## src/rtl/relu_maxpool_stream_if.sv

```systemverilog
// Sample stream between the conv stage and the ReLU/max-pool stage:
// raw conv results in, pooled 8-bit samples plus frame markers out.
interface relu_maxpool_stream_if #(
  parameter int DW_IN  = 16,
  parameter int DW_OUT = 8
);
  logic signed [DW_IN-1:0]  iY;
  logic                     iValid;
  logic signed [DW_OUT-1:0] oX;
  logic                     oValid;
  logic                     oLast;
  logic                     oFrameDone;

  modport master (
    output iY, iValid,
    input  oX, oValid, oLast, oFrameDone
  );

  modport slave (
    input  iY, iValid,
    output oX, oValid, oLast, oFrameDone
  );
endinterface

```

## src/rtl/relu_maxpool_stream.sv

```systemverilog
// ReLU + 2x2/stride-2 max pooling over the border-free region of a raster
// conv result stream, requantized to DW_OUT bits for the next conv layer.
module relu_maxpool_stream #(
  parameter int DW_IN  = 16,
  parameter int DW_OUT = 8,
  parameter int IMG_W  = 32,
  parameter int IMG_H  = 32,
  parameter int K      = 5,
  parameter int SHIFT  = 4
) (
  input logic iCLK,
  input logic iRST,
  input logic iClear,
  relu_maxpool_stream_if.slave bus
);
  localparam int CW   = $clog2(IMG_W);
  localparam int RW   = $clog2(IMG_H);
  localparam int LB   = (IMG_W - K + 1) / 2;
  localparam int MW   = DW_IN - 1;
  localparam int QMAX = 2 ** (DW_OUT - 1) - 1;

  logic [CW-1:0]     col, vc;
  logic [RW-1:0]     row, vr;
  logic [CW-2:0]     lidx;
  logic              in_win, last_in, emit, lb_wr;
  logic [MW-1:0]     r, hold, hmax, lb_rd, m, q;
  logic [DW_OUT-2:0] qsat;
  logic [MW-1:0]     lbuf [LB];

  assign vc      = col - CW'(K - 1);
  assign vr      = row - RW'(K - 1);
  assign in_win  = (col >= CW'(K - 1)) && (row >= RW'(K - 1));
  assign last_in = (col == CW'(IMG_W - 1)) && (row == RW'(IMG_H - 1));
  assign lidx    = vc[CW-1:1];

  // ReLU output is non-negative, so the sign bit can be dropped
  assign r     = bus.iY[DW_IN-1] ? '0 : bus.iY[MW-1:0];
  assign hmax  = (r > hold) ? r : hold;
  assign lb_rd = lbuf[lidx];
  assign m     = (lb_rd > hmax) ? lb_rd : hmax;
  assign q     = m >> SHIFT;
  assign qsat  = (q > MW'(QMAX)) ? (DW_OUT-1)'(QMAX) : q[DW_OUT-2:0];

  assign emit  = bus.iValid && !iClear && in_win && vc[0] && vr[0];
  assign lb_wr = bus.iValid && !iClear && in_win && vc[0] && !vr[0];

  always_ff @(posedge iCLK) begin
    if (iRST) begin
      col            <= '0;
      row            <= '0;
      hold           <= '0;
      bus.oX         <= '0;
      bus.oValid     <= 1'b0;
      bus.oLast      <= 1'b0;
      bus.oFrameDone <= 1'b0;
    end else begin
      bus.oValid     <= 1'b0;
      bus.oLast      <= 1'b0;
      bus.oFrameDone <= 1'b0;
      if (iClear) begin
        col <= '0;
        row <= '0;
      end else if (bus.iValid) begin
        if (col == CW'(IMG_W - 1)) begin
          col <= '0;
          row <= (row == RW'(IMG_H - 1)) ? '0 : row + RW'(1);
        end else begin
          col <= col + CW'(1);
        end
        bus.oFrameDone <= last_in;
        if (in_win && !vc[0]) hold <= r;
        if (emit) begin
          bus.oX     <= {1'b0, qsat};
          bus.oValid <= 1'b1;
          bus.oLast  <= (vc == CW'(IMG_W - K)) && (vr == RW'(IMG_H - K));
        end
      end
    end
  end

  // No reset: every entry is written on an even pooled row before being read
  always_ff @(posedge iCLK) begin
    if (!iRST && lb_wr) lbuf[lidx] <= hmax;
  end
endmodule

```

## src/flat_wrapper.sv

```systemverilog
// flat-port wrapper written by rule: the top's interface ports become plain ports
module relu_maxpool_stream_flat 
#(
  parameter int DW_IN  = 16,
  parameter int DW_OUT = 8,
  parameter int IMG_W  = 32,
  parameter int IMG_H  = 32,
  parameter int K      = 5,
  parameter int SHIFT  = 4
)
  (iCLK, iRST, iClear, bus_iY, bus_iValid, bus_oX, bus_oValid, bus_oLast, bus_oFrameDone);
  relu_maxpool_stream_if #(.DW_IN(DW_IN), .DW_OUT(DW_OUT)) bus_i ();
  input logic iCLK;
  input logic iRST;
  input logic iClear;
  input wire logic [$bits(bus_i.iY)-1:0] bus_iY;
  input wire logic [$bits(bus_i.iValid)-1:0] bus_iValid;
  output wire logic [$bits(bus_i.oX)-1:0] bus_oX;
  output wire logic [$bits(bus_i.oValid)-1:0] bus_oValid;
  output wire logic [$bits(bus_i.oLast)-1:0] bus_oLast;
  output wire logic [$bits(bus_i.oFrameDone)-1:0] bus_oFrameDone;
  assign bus_i.iY = bus_iY;
  assign bus_i.iValid = bus_iValid;
  assign bus_oX = bus_i.oX;
  assign bus_oValid = bus_i.oValid;
  assign bus_oLast = bus_i.oLast;
  assign bus_oFrameDone = bus_i.oFrameDone;
  relu_maxpool_stream #(.DW_IN(DW_IN), .DW_OUT(DW_OUT), .IMG_W(IMG_W), .IMG_H(IMG_H), .K(K), .SHIFT(SHIFT)) u_core (.iCLK(iCLK), .iRST(iRST), .iClear(iClear), .bus(bus_i));
endmodule
```

## config.mk

```make
export PLATFORM = sky130hd
export DESIGN_NAME = relu_maxpool_stream_flat
export DESIGN_NICKNAME = d
export VERILOG_FILES = /design/src/rtl/relu_maxpool_stream_if.sv /design/src/rtl/relu_maxpool_stream.sv /design/src/flat_wrapper.sv
export SDC_FILE = /design/constraint.sdc
export NUM_CORES = 1
export LEC_CHECK = 0
export ABC_AREA = 1
export CAP_MARGIN = 30
export CORE_ASPECT_RATIO = 1.1
export CORE_MARGIN = 2
export CORE_UTILIZATION = 56
export CTS_CLUSTER_SIZE = 28
export DETAILED_ROUTE_END_ITERATION = 16
export GPL_TIMING_DRIVEN = 0
export PLACE_DENSITY = 0.75
export REMOVE_ABC_BUFFERS = 1
export SYNTH_ARGS = -nofsm -noshare
export SYNTH_HDL_FRONTEND = slang
export SYNTH_SLANG_ARGS = --single-unit
```

## constraint.sdc

```tcl
create_clock -name iCLK -period 4.2 [get_ports iCLK]
set_clock_uncertainty 0.15 [all_clocks]
set_input_delay 0.42 -clock iCLK [delete_from_list [all_inputs] [get_ports iCLK]]
set_output_delay 0.42 -clock iCLK [all_outputs]
set_load 0.01 [all_outputs]
```

==> summary.md, run 1 <==
| Metric | Value |
|---|---|
| Utilization after layout | `67.4%` |
| Max-cap violations | `0` |
| Die extent in x | `137 um` |
| Worst Hold Class | `in -> reg` |
| Clk_lat worst skew | `540 ps` |
| Remaining antenna violation count | `0` |
| PwrDens | `431 mW/mm^2` |
| CTS Buffer Depth | `3` |
| Synth cell types | `48` |
| CP Class | `reg -> reg` |
| Leak | `4.79 nW` |
| IO Port Bufs | `29` |
| Vias per cell | `5.94` |
| Synth warn | `0` |
| Final Critical Period | `3960 ps` |
| CTS tree | `yes` |
| CTS Sinks | `245` |
| Share of power burned in registers | `48.6%` |
| Pre-Repair DR Iteration Count | `5` |
| Logic pwr share | `8.4%` |
| Main synth FF type | `edfxtp_1` |
| Seq. cell area | `0.00701 mm^2` |
| Slowest stage delay, CP | `560 ps` |
| Die Y | `150 um` |
| Remaining Overflow, GRT | `0` |
| Antenna diode count | `0` |
| Layout area overhead | `18.5%` |
| Synth area leaders | `edfxtp_1 (58%), dfxtp_1 (6.4%), nand2_1 (5.9%)` |
| Post-Syn Area | `0.0109 mm^2` |
| Final HPWL DP | `16.0 mm` |
| Critical path cell sequence | `buf_16, nor2_4, buf_16, a22o_1, a221oi_1, o22ai_1, nor3_1, ha_1, o21ai_1, nand3_1, nand3b_1, nand4_1, nand2_1, nand2_1, nand2_4, nand3_2, nand3_4, nor2_4, nor2_2` |
| Layout cell share with drive strength beyond 1 | `17.0%` |
| Routed wire length | `25.6 mm` |
| Sw Ratio | `22.2%` |
| Slew at the pin with the worst max-slew slack | `1060 ps` |
| Total GRT Usage | `25.0%` |
| CORE AREA | `0.0191 mm^2` |
| Endpoints failing hold | `0` |
| CP endpoint kind | `flop` |
| Post-synth top area share | `58.0%` |
| GPL Wtd Cong | `0.825` |
| Final slew viol count | `0` |
| Via count | `7583` |
| Post-Place Setup Slack | `-1210 ps` |
| Clock power share | `43.0%` |
| Critical path arrival | `4230 ps` |
| Cells after synthesis | `949` |
| Placed Cells | `1213` |
| First-pass GRT wire length | `38.5 mm` |
| Clock transition at path regs | `60 ps` |
| CTS root buf | `clkbuf_16` |
| TritonCTS buffer count | `25` |
| Num rows | `53` |
| Max Clock Freq | `252 MHz` |
| Required time worst endpoint | `4470 ps` |
| Final net count | `1065` |
| Rel. slew slack | `29.2%` |
| Non-filler instance count after layout | `1276` |
| CP max FO | `21` |
| H-Tree Depth | `1` |
| Pin count of the biggest net entering global routing | `39` |
| # fillers | `1325` |
| Pint | `0.00432 W` |
| EDFF count, synth | `210` |
| Yosys reg bits | `245` |
| Post-synthesis sequential area ratio | `64.5%` |
| CP max-delay cell | `dfxtp_2` |
| Multi-input logic area | `0.00349 mm^2` |
| Worst Setup Slack, final | `238 ps` |
| Initial core utilization | `56.9%` |
| Initial antenna violation count | `0` |
| Setup-failing EPs final | `0` |
| Syn avg cell area | `11.5 um^2` |
| DIE AREA | `0.0205 mm^2` |
| Sw Pwr | `0.00123 W` |
| Worst hold slack | `206 ps` |
| Final period util | `94.3%` |
| Worst vdd ir | `0.359 mV` |
| Number of global-route vias before repair | `7252` |
| Drt wl/cell | `20.0 um` |
| FFs w/ async S/R, synth | `0%` |
| Post-route DRC | `0` |
| Hold_buf cts | `0` |
| Leading area contributor after synthesis | `edfxtp_1` |
| Crit start category | `flop` |
| Status | `complete, no violations` |
| DRT iter0 DRCs | `824` |
| IO Pins | `31` |
## flip-flops by register name, indices dropped and copies added (netlist names)
register	cells
u_core.bus.oFrameDone	1
u_core.bus.oLast	1
u_core.bus.oValid	1
u_core.bus.oX	7
u_core.col	5
u_core.hold	15
u_core.lbuf	210
u_core.row	5
## critical path, delay by kind of cell (launching register included)
kind | cells | cell delay [ps]
flip-flops | 1 | 560
AO/OA/AOI/OAI | 4 | 750
AND/OR/NAND/NOR | 12 | 1700
buffers and inverters | 2 | 420
adder cells (fa/ha/maj) | 1 | 250
## what timing repair did
action / CTS / global route
pin swaps: 4 / 13
buffers inserted: 4 / 11
gates cloned: 0 / 2
endpoints found under the hold margin: 0 / 0
endpoints found under the setup margin: 62 / 7
gates resized for setup: 40 / 27
## cells in the final DEF, fill, tap and decap left out, types with 4 or more instances in the layout
master             n
edfxtp_1         210
nand2_1          171
inv_1             86
a22oi_1           69
a21oi_1           48
nor2_1            39
ha_1              34
dfxtp_1           33
o21ai_0           32
clkdlybuf4s50_1   28
nor3_1            26
nor2_2            25
clkbuf_16         25
nand3_1           21
nand4_1           16
buf_4             16
nor2_4            13
buf_8             11
nand2_2           10
o22ai_1            7
o21ai_1            7
o21ai_4            7
o31ai_1            6
bufinv_16          6
clkinv_1           5
nand3_2            5
clkinv_2           5
clkinv_4           4
inv_2              4
## stage by stage
step / cell area (um^2) / TNS (ps) / total power, W
CTS: 12700 / 0 / 0.00551
global route: 12900 / -26.0 / 0.00570
floorplan: 10700 / -316 / 0.00301
detailed placement: 11600 / -8740 / 0.00313
finish: 12900 / 0 / 0.00555
global placement: 11300 / -234630 / 0.00311
## final cells by class
class	count	area share, %
clock buffer	28	4.95
clock inverter	18	2.04
inverter	100	3.21
multi-input combinational	569	27.1
sequential	245	54.5
tap	247	2.40
timing repair buffer	67	5.68
timing repair inverter	2	0.136
## Yosys cell counts (2+ instances only)
cell type and count:
nand2_2 9, nor2_2 20, nand3_2 4, a21oi_1 48, inv_1 87, nand2_1 172, a221oi_1 2, buf_4 2
or4_1 3, edfxtp_1 210, o31ai_1 6, or2_2 2, clkinv_1 3, a211oi_1 2, clkinv_2 2, clkbuf_1 16
buf_1 3, o22ai_1 7, dfxtp_1 35, nand2_4 3, o221ai_1 3, buf_6 9, nand3b_1 2, nand3_1 22
buf_2 5, ha_1 35, nand3_4 2, nor2_1 56, o21ai_0 46, inv_4 3, a22oi_1 69, nand4_1 16
inv_2 5, nor3_1 26
## worst paths after layout
kind	from	to	slack, ps	depth (start not counted)
setup / recovery	u_core.col[1]$_SDFFE_PP0P_	u_core.bus.oX[2]$_SDFFE_PP0P_	240	19
hold / removal	bus_iY[15]	u_core.hold[3]$_SDFFE_PP0P_	210	4
setup reg to reg	u_core.col[1]$_SDFFE_PP0P_	u_core.bus.oX[2]$_SDFFE_PP0P_	240	19
hold reg to reg	u_core.hold[6]$_SDFFE_PP0P_	u_core.hold[6]$_SDFFE_PP0P_	330	2
## metal layers
layer  part of all wire (%)  vias to the layer above  track usage [%]
met5                      0                        -                0
met4                    3.3                        0             9.59
met3                    8.7                       73             3.97
met2                     49                      344             41.4
met1                     39                     3651             33.5
li1                       -                     3515                -
## cells by family after synthesis
| family | Yosys count | synth area share (%) |
|---|---|---|
| buffers and inverters | 135 | 5.50 |
| adders and majority gates | 35 | 4.03 |
| xor gates and xnor gates | 1 | 0.0806 |
| DFF | 245 | 64.5 |
| AOI/OAI and AO/OA | 188 | 10.9 |
| muxes | 1 | 0.0921 |
| and+or+nand+nor | 343 | 14.9 |
| other | 1 | 0.0345 |
## power groups by stage
stage	Sequential, W	Combinational (W)	Clock (W)
2_1_floorplan	0.00275	0.000259	0
3_3_place_gp	0.00275	0.000360	0
3_5_place_dp	0.00275	0.000377	0
4_1_cts	0.00270	0.000417	0.00240
5_1_grt	0.00270	0.000517	0.00249
6_report	0.00270	0.000468	0.00239
(Power assumes the default switching activity.)
==> run 2, diff against run 1 <==
--- a/config.mk
+++ b/config.mk
@@ -8,7 +8,7 @@
 export ABC_AREA = 1
 export CAP_MARGIN = 30
 export CORE_ASPECT_RATIO = 1.1
-export CORE_MARGIN = 2
+export CORE_MARGIN = 5
 export CORE_UTILIZATION = 56
 export CTS_CLUSTER_SIZE = 28
 export DETAILED_ROUTE_END_ITERATION = 16
==> constraint.sdc (replaced) <==
create_clock -name iCLK -period 3.6 [get_ports iCLK]
set_clock_uncertainty 0.15 [all_clocks]
set_input_delay 0.36 -clock iCLK [delete_from_list [all_inputs] [get_ports iCLK]]
set_output_delay 0.36 -clock iCLK [all_outputs]
set_load 0.01 [all_outputs]
==> run 2 against run 1 <==
  * The flow now finishes with violations (setup timing)
  * Via count rose by 3.5%
  * Core utilization rose by 3.5 points
  * First-iteration DRC count down 13%
  * Combinational power is 50% higher
  * Clock-buffer cell count up 3
  * Total power rose by 12%
  * Flip-flop and latch count unchanged
  * Worst hold slack got worse by 15 ps
  * Non-clock buffer count up 43
  * Sequential power increased by 17%
  * Critical path type is now in -> reg
  * Critical endpoint is now u_core.bus.oX[1]$_SDFFE_PP0P_
  * Highest routed layer unchanged
==> summary.md, run 2 (synthesized netlist as in run 1, its figures left out) <==
| Metric | Value |
|---|---|
| Sw Pwr | `0.00143 W` |
| Final Critical Period | `3830 ps` |
| Most frequent cells in the layout | `edfxtp_1 (210), nand2_1 (153), inv_1 (73)` |
| Pint | `0.00477 W` |
| Pre-Repair DR Iteration Count | `5` |
| Routed wire length | `27.2 mm` |
| RSZ-0062 raised after global routing | `true` |
| Layout cell share with drive strength beyond 1 | `26.4%` |
| Most flops, register | `u_core.lbuf` |
| Multi-input logic area | `0.00387 mm^2` |
| Final HPWL DP | `15.9 mm` |
| First-pass GRT wire length | `41.5 mm` |
| IO Port Bufs | `29` |
| CTS Sinks | `245` |
| Initial antenna violation count | `0` |
| GPL Wtd Cong | `0.823` |
| Largest regs | `u_core.lbuf (210), u_core.hold (15), u_core.bus.oX (7)` |
| Endpoints failing hold | `0` |
| Status | `finished, violations left` |
| Failing checks | `setup timing` |
| Max-cap violations | `0` |
| Post-route DRC | `0` |
| Rel. slew slack | `28.2%` |
| CORE AREA | `0.0191 mm^2` |
| Final period util | `106%` |
| Via count | `7847` |
| Setup-failing EPs final | `7` |
| CP max FO | `7` |
| Logic pwr share | `11.4%` |
| CP dominant cell by count | `nand2_1` |
| Drt wl/cell | `20.7 um` |
| DP Area | `0.0116 mm^2` |
| IO Pins | `31` |
| Max Clock Freq | `261 MHz` |
| Hold_buf cts | `0` |
| Required time worst endpoint | `3860 ps` |
| Worst vdd ir | `0.473 mV` |
| Max reg flops | `210` |
| # fillers | `1205` |
| Pin count of the biggest net entering global routing | `39` |
| PwrDens | `458 mW/mm^2` |
| CP Class | `in -> reg` |
| Seq. cell area | `0.00702 mm^2` |
| Clock power share | `37.9%` |
| Clock transition at path regs | `60 ps` |
| Layout area overhead | `24.6%` |
| Commonest non-fill, non-tap cell in the layout | `edfxtp_1` |
| Initial core utilization | `56.9%` |
| Num rows | `53` |
| CTS Buffer Depth | `3` |
| Total GRT Usage | `24.3%` |
| Share of power burned in registers | `50.7%` |
| Design Area, Final | `0.0135 mm^2` |
| Antenna diode count | `0` |
| Power Total | `0.00620 W` |
| Clk_lat worst skew | `530 ps` |
| CP endpoint kind | `flop` |
| Slowest stage delay, CP | `390 ps` |
| DIE AREA | `0.0223 mm^2` |
| CTS tree | `yes` |
| Crit start category | `primary input` |
| TritonCTS buffer count | `24` |
| Remaining antenna violation count | `0` |
| DRT iter0 DRCs | `716` |
| Sw Ratio | `23.0%` |
| Remaining Overflow, GRT | `0` |
| CTS root buf | `clkbuf_16` |
| Worst hold slack | `191 ps` |
| Final slew viol count | `0` |
| Vias per cell | `5.98` |
| CP max-delay cell | `clkdlybuf4s50_1` |
| Worst Setup Slack, final | `-233 ps` |
| Die Y | `156 um` |
| Critical path arrival | `4090 ps` |
| Worst Hold Class | `in -> reg` |
| Final net count | `1107` |
| Leak | `5.01 nW` |
| H-Tree Depth | `1` |
| Slew at the pin with the worst max-slew slack | `1070 ps` |
| Number of global-route vias before repair | `7600` |
| Die extent in x | `143 um` |
==> run 2: power by group through the flow <==
stage          combinational, W  sequential (W)  clock (W)
6_report               0.000704         0.00315    0.00235
3_5_place_dp           0.000441         0.00321          0
2_1_floorplan          0.000302         0.00321          0
5_1_grt                0.000759         0.00314    0.00252
4_1_cts                0.000641         0.00315    0.00237
3_3_place_gp           0.000420         0.00321          0
==> run 2: metal layers <==
metal  vias up  part of all wire (%)  GRT usage (%)
met1      3822                    39           32.4
met4         0                   2.8           7.11
li1       3591                     -              -
met3        58                   8.9           3.22
met5         -                     0              0
met2       376                    50           41.8
==> run 2: area by class of cell <==
type / instances / area share [%]
multi-input combinational: 569 / 28.6
timing repair inverter: 2 / 0.148
sequential: 245 / 51.9
clock inverter: 8 / 0.730
tap: 247 / 2.28
clock buffer: 31 / 4.63
timing repair buffer: 110 / 8.45
inverter: 100 / 3.29
==> run 2: critical path, delay by kind of cell <==
| kind | cells | cell delay, ps |
|---|---|---|
| compound gates | 6 | 720 |
| buf+inv | 7 | 960 |
| simple gates | 12 | 1540 |
| fa+ha+maj | 2 | 510 |
==> run 2: stage by stage <==
step | setup TNS [ps] | setup slack [ps] | std cells | utilization (%)
global route | -2160 | -329 | 1312 | 70.9
finish | -1520 | -233 | 1312 | 70.9
detailed placement | -136580 | -1700 | 1213 | 61.0
CTS | -402 | -83.1 | 1303 | 70.0
global placement | -425780 | -2630 | 1190 | 58.9
floorplan | -4150 | -593 | 914 | -
==> run 2: final timing paths <==
kind / slack, ps / cells past startpoint / endpoint / start
worst min register to register: 340 / 2 / u_core.hold[6]$_SDFFE_PP0P_ / u_core.hold[6]$_SDFFE_PP0P_
worst min-delay path: 190 / 4 / u_core.hold[3]$_SDFFE_PP0P_ / bus_iY[15]
worst max-delay path: -230 / 27 / u_core.bus.oX[1]$_SDFFE_PP0P_ / bus_iY[12]
worst max register to register: -210 / 25 / u_core.bus.oX[1]$_SDFFE_PP0P_ / u_core.hold[12]$_SDFFE_PP0P_
==> run 2: repair_timing <==
action | in CTS | in global routing
buffers inserted | 49 | 9
pin swaps | 52 | 28
resized for setup | 147 | 31
setup endpoints to repair | 232 | 62
cloned | 2 | 0
==> run 3, diff against run 2 <==
--- a/config.mk
+++ b/config.mk
@@ -8,12 +8,12 @@
 export ABC_AREA = 1
 export CAP_MARGIN = 30
 export CORE_ASPECT_RATIO = 1.1
-export CORE_MARGIN = 5
-export CORE_UTILIZATION = 56
+export CORE_MARGIN = 1
+export CORE_UTILIZATION = 40
 export CTS_CLUSTER_SIZE = 28
 export DETAILED_ROUTE_END_ITERATION = 16
 export GPL_TIMING_DRIVEN = 0
-export PLACE_DENSITY = 0.75
+export PLACE_DENSITY = 0.57
 export REMOVE_ABC_BUFFERS = 1
 export SYNTH_ARGS = -nofsm -noshare
 export SYNTH_HDL_FRONTEND = slang
==> run 3 against run 2 <==
  * The run still ends with setup timing left
  * First-iteration DRC count decreased by 24%
  * Setup slack improved by 82 ps
  * Register-to-register slack better by 60 ps
  * Clock-buffer cell count decreased by 1
  * Largest cell class unchanged
  * Final cell count increased by 7.2%
==> summary.md, run 3 (synthesized netlist as in run 1, its figures left out) <==
| Metric | Value |
|---|---|
| Status | `finished, violations left` |
| Failing checks | `setup timing` |
| Num rows | `62` |
| Commonest non-fill, non-tap cell in the layout | `edfxtp_1` |
| Routed wire length | `27.2 mm` |
| Worst vdd ir | `0.362 mV` |
| CP top delay family | `simple AND/OR/NAND/NOR gates` |
| IO Port Bufs | `29` |
| GPL Wtd Cong | `0.776` |
| Worst Hold Class | `in -> reg` |
| Final net count | `1092` |
| Number of global-route vias before repair | `7355` |
| H-Tree Depth | `1` |
| Sw Ratio | `23.0%` |
| RSZ-0062 raised after global routing | `true` |
| Hold Crit Start | `bus_iY[15]` |
| Die Y | `175 um` |
| CTS Sinks | `245` |
| Slew at the pin with the worst max-slew slack | `871 ps` |
| CP max FO | `8` |
| Worst hold slack | `234 ps` |
| Clock power share | `41.7%` |
| Required time worst endpoint | `3880 ps` |
| Critical path arrival | `4030 ps` |
| Layout area overhead | `24.0%` |
| Clk_lat worst skew | `540 ps` |
| Remaining antenna violation count | `0` |
| DIE AREA | `0.0278 mm^2` |
| Most flops, register | `u_core.lbuf` |
| Buf/Inv on CP | `5` |
| CTS Buffer Depth | `3` |
| Rel. slew slack | `41.7%` |
| Share of power burned in registers | `48.6%` |
| Remaining Overflow, GRT | `0` |
| Total GRT Usage | `19.9%` |
| Final period util | `104%` |
| Endpoints failing hold | `0` |
| Die extent in x | `159 um` |
| CTS root buf | `clkbuf_16` |
| Post-route DRC | `0` |
| Final HPWL DP | `17.0 mm` |
| Design Area, Final | `0.0135 mm^2` |
| TritonCTS buffer count | `26` |
| Max Clock Freq | `267 MHz` |
| Max-cap violations | `0` |
| Worst Setup Slack, final | `-150 ps` |
| Logic pwr share | `9.7%` |
| Slowest stage delay, CP | `340 ps` |
| Hold_buf cts | `0` |
| Reg-to-Reg Start | `u_core.hold[11]$_SDFFE_PP0P_` |
| DRT iter0 DRCs | `541` |
| DP Area | `0.0118 mm^2` |
| Initial antenna violation count | `0` |
| CP max-delay cell | `dfxtp_2` |
| Utilization after layout | `51.1%` |
| Most frequent cells in the layout | `edfxtp_1 (210), nand2_1 (162), inv_1 (76)` |
| Pin count of the biggest net entering global routing | `39` |
| CORE AREA | `0.0264 mm^2` |
| Crit start category | `flop` |
| Clock transition at path regs | `70 ps` |
| Via count | `7459` |
| CTS tree | `yes` |
| Max reg flops | `210` |
| Leak | `4.97 nW` |
| Pint | `0.00498 W` |
| Initial core utilization | `41.2%` |
| First-pass GRT wire length | `42.2 mm` |
| CP endpoint kind | `flop` |
| Final slew viol count | `0` |
| Critical path cell sequence | `inv_4, ha_4, nand2_2, nor2_4, nand3_2, nor2_4, nand2_2, nor2_2, o21bai_4, buf_12, inv_12, buf_12, o21ai_4, ha_4, nand2_2, inv_2, a221oi_2, o21ai_2, a31oi_2, nand2_4, nand3_4, nand3_4, nor2_4, nor2_2` |
| Drt wl/cell | `19.3 um` |
| Final Critical Period | `3750 ps` |
| # fillers | `2295` |
| Crit path launch | `u_core.hold[11]$_SDFFE_PP0P_` |
| Sw Pwr | `0.00149 W` |
| Largest regs | `u_core.lbuf (210), u_core.hold (15), u_core.bus.oX (7)` |
| Layout cell share with drive strength beyond 1 | `23.0%` |
| CP Class | `reg -> reg` |
| Pre-Repair DR Iteration Count | `4` |
| PwrDens | `480 mW/mm^2` |
| Vias per cell | `5.30` |
| Setup-failing EPs final | `7` |
| Antenna diode count | `0` |
| IO Pins | `31` |
==> run 3: cell types whose count changed in the layout (fill, tap and decap cells not counted), sizes merged <==
cell | before | now
clkdlybuf4s50 | 27 | 28
clkinvlp | 1 | 2
bufinv | 2 | 4
clkdlybuf4s15 | 0 | 1
buf | 81 | 65
clkbuf | 32 | 30
clkinv | 11 | 15
dlygate4sd2 | 1 | 0
==> run 3: per-layer routing <==
metal	vias to the layer above	routed length, um	global-route usage, %	part of all wire, %
met1	3661	12000	26.5	44
li1	3564	-	-	-
met4	0	579	5.77	2.1
met5	-	0	0	0
met2	190	13300	34.2	49
met3	44	1370	2.59	5.0
==> run 3: worst reg2reg max path: stages, from the launching register on <==
cell	delay, ps
dfxtp_2	340
inv_4	40
ha_4	260
nand2_2	60
nor2_4	120
nand3_2	110
nor2_4	180
nand2_2	70
nor2_2	100
o21bai_4	140
buf_12	150
inv_12	50
buf_12	140
o21ai_4	190
ha_4	230
nand2_2	70
inv_2	50
a221oi_2	260
o21ai_2	90
a31oi_2	200
nand2_4	120
nand3_4	90
nand3_4	190
nor2_4	200
nor2_2	40
==> run 3: power groups by stage <==
stage | combinational, W | sequential (W) | clock (W)
final | 0.000629 | 0.00315 | 0.00270
after floorplan | 0.000302 | 0.00321 | 0
after global routing | 0.000691 | 0.00314 | 0.00284
after global placement | 0.000435 | 0.00321 | 0
after detailed placement | 0.000450 | 0.00321 | 0
after CTS | 0.000612 | 0.00315 | 0.00274
==> run 3: final timing paths <==
check | to | slack (ps) | cells after the start
setup / recovery | u_core.bus.oX[2]$_SDFFE_PP0P_ | -150 | 24
hold / removal | u_core.hold[3]$_SDFFE_PP0P_ | 230 | 4
setup reg to reg | u_core.bus.oX[2]$_SDFFE_PP0P_ | -150 | 24
hold reg to reg | u_core.hold[12]$_SDFFE_PP0P_ | 340 | 2
==> run 3: per-stage QoR <==
stage | total power, W | std cells | setup slack (ps) | TNS (ps)
3_5_place_dp | 0.00366 | 1319 | -1790 | -191790
2_1_floorplan | 0.00351 | 914 | -593 | -4150
4_1_cts | 0.00650 | 1406 | -96.9 | -530
6_report | 0.00647 | 1407 | -150 | -959
5_1_grt | 0.00667 | 1407 | -338 | -2230
3_3_place_gp | 0.00364 | 1295 | -2810 | -509990
==> run 3: area by class of cell <==
type | count | area [um^2] | share of cell area [%]
timing repair inverter | 1 | 11.3 | 0.0836
sequential | 245 | 7020 | 52.1
tap | 352 | 440 | 3.27
multi-input combinational | 569 | 3690 | 27.4
timing repair buffer | 94 | 1020 | 7.56
clock inverter | 16 | 193 | 1.43
clock buffer | 30 | 666 | 4.94
inverter | 100 | 440 | 3.27
==> run 3: what timing repair did <==
action                     CTS  global route
setup buffers               41             1
setup endpoints to repair  228            70
resized for setup          125             9
pin swaps                   36            11
gates cloned                 1             0
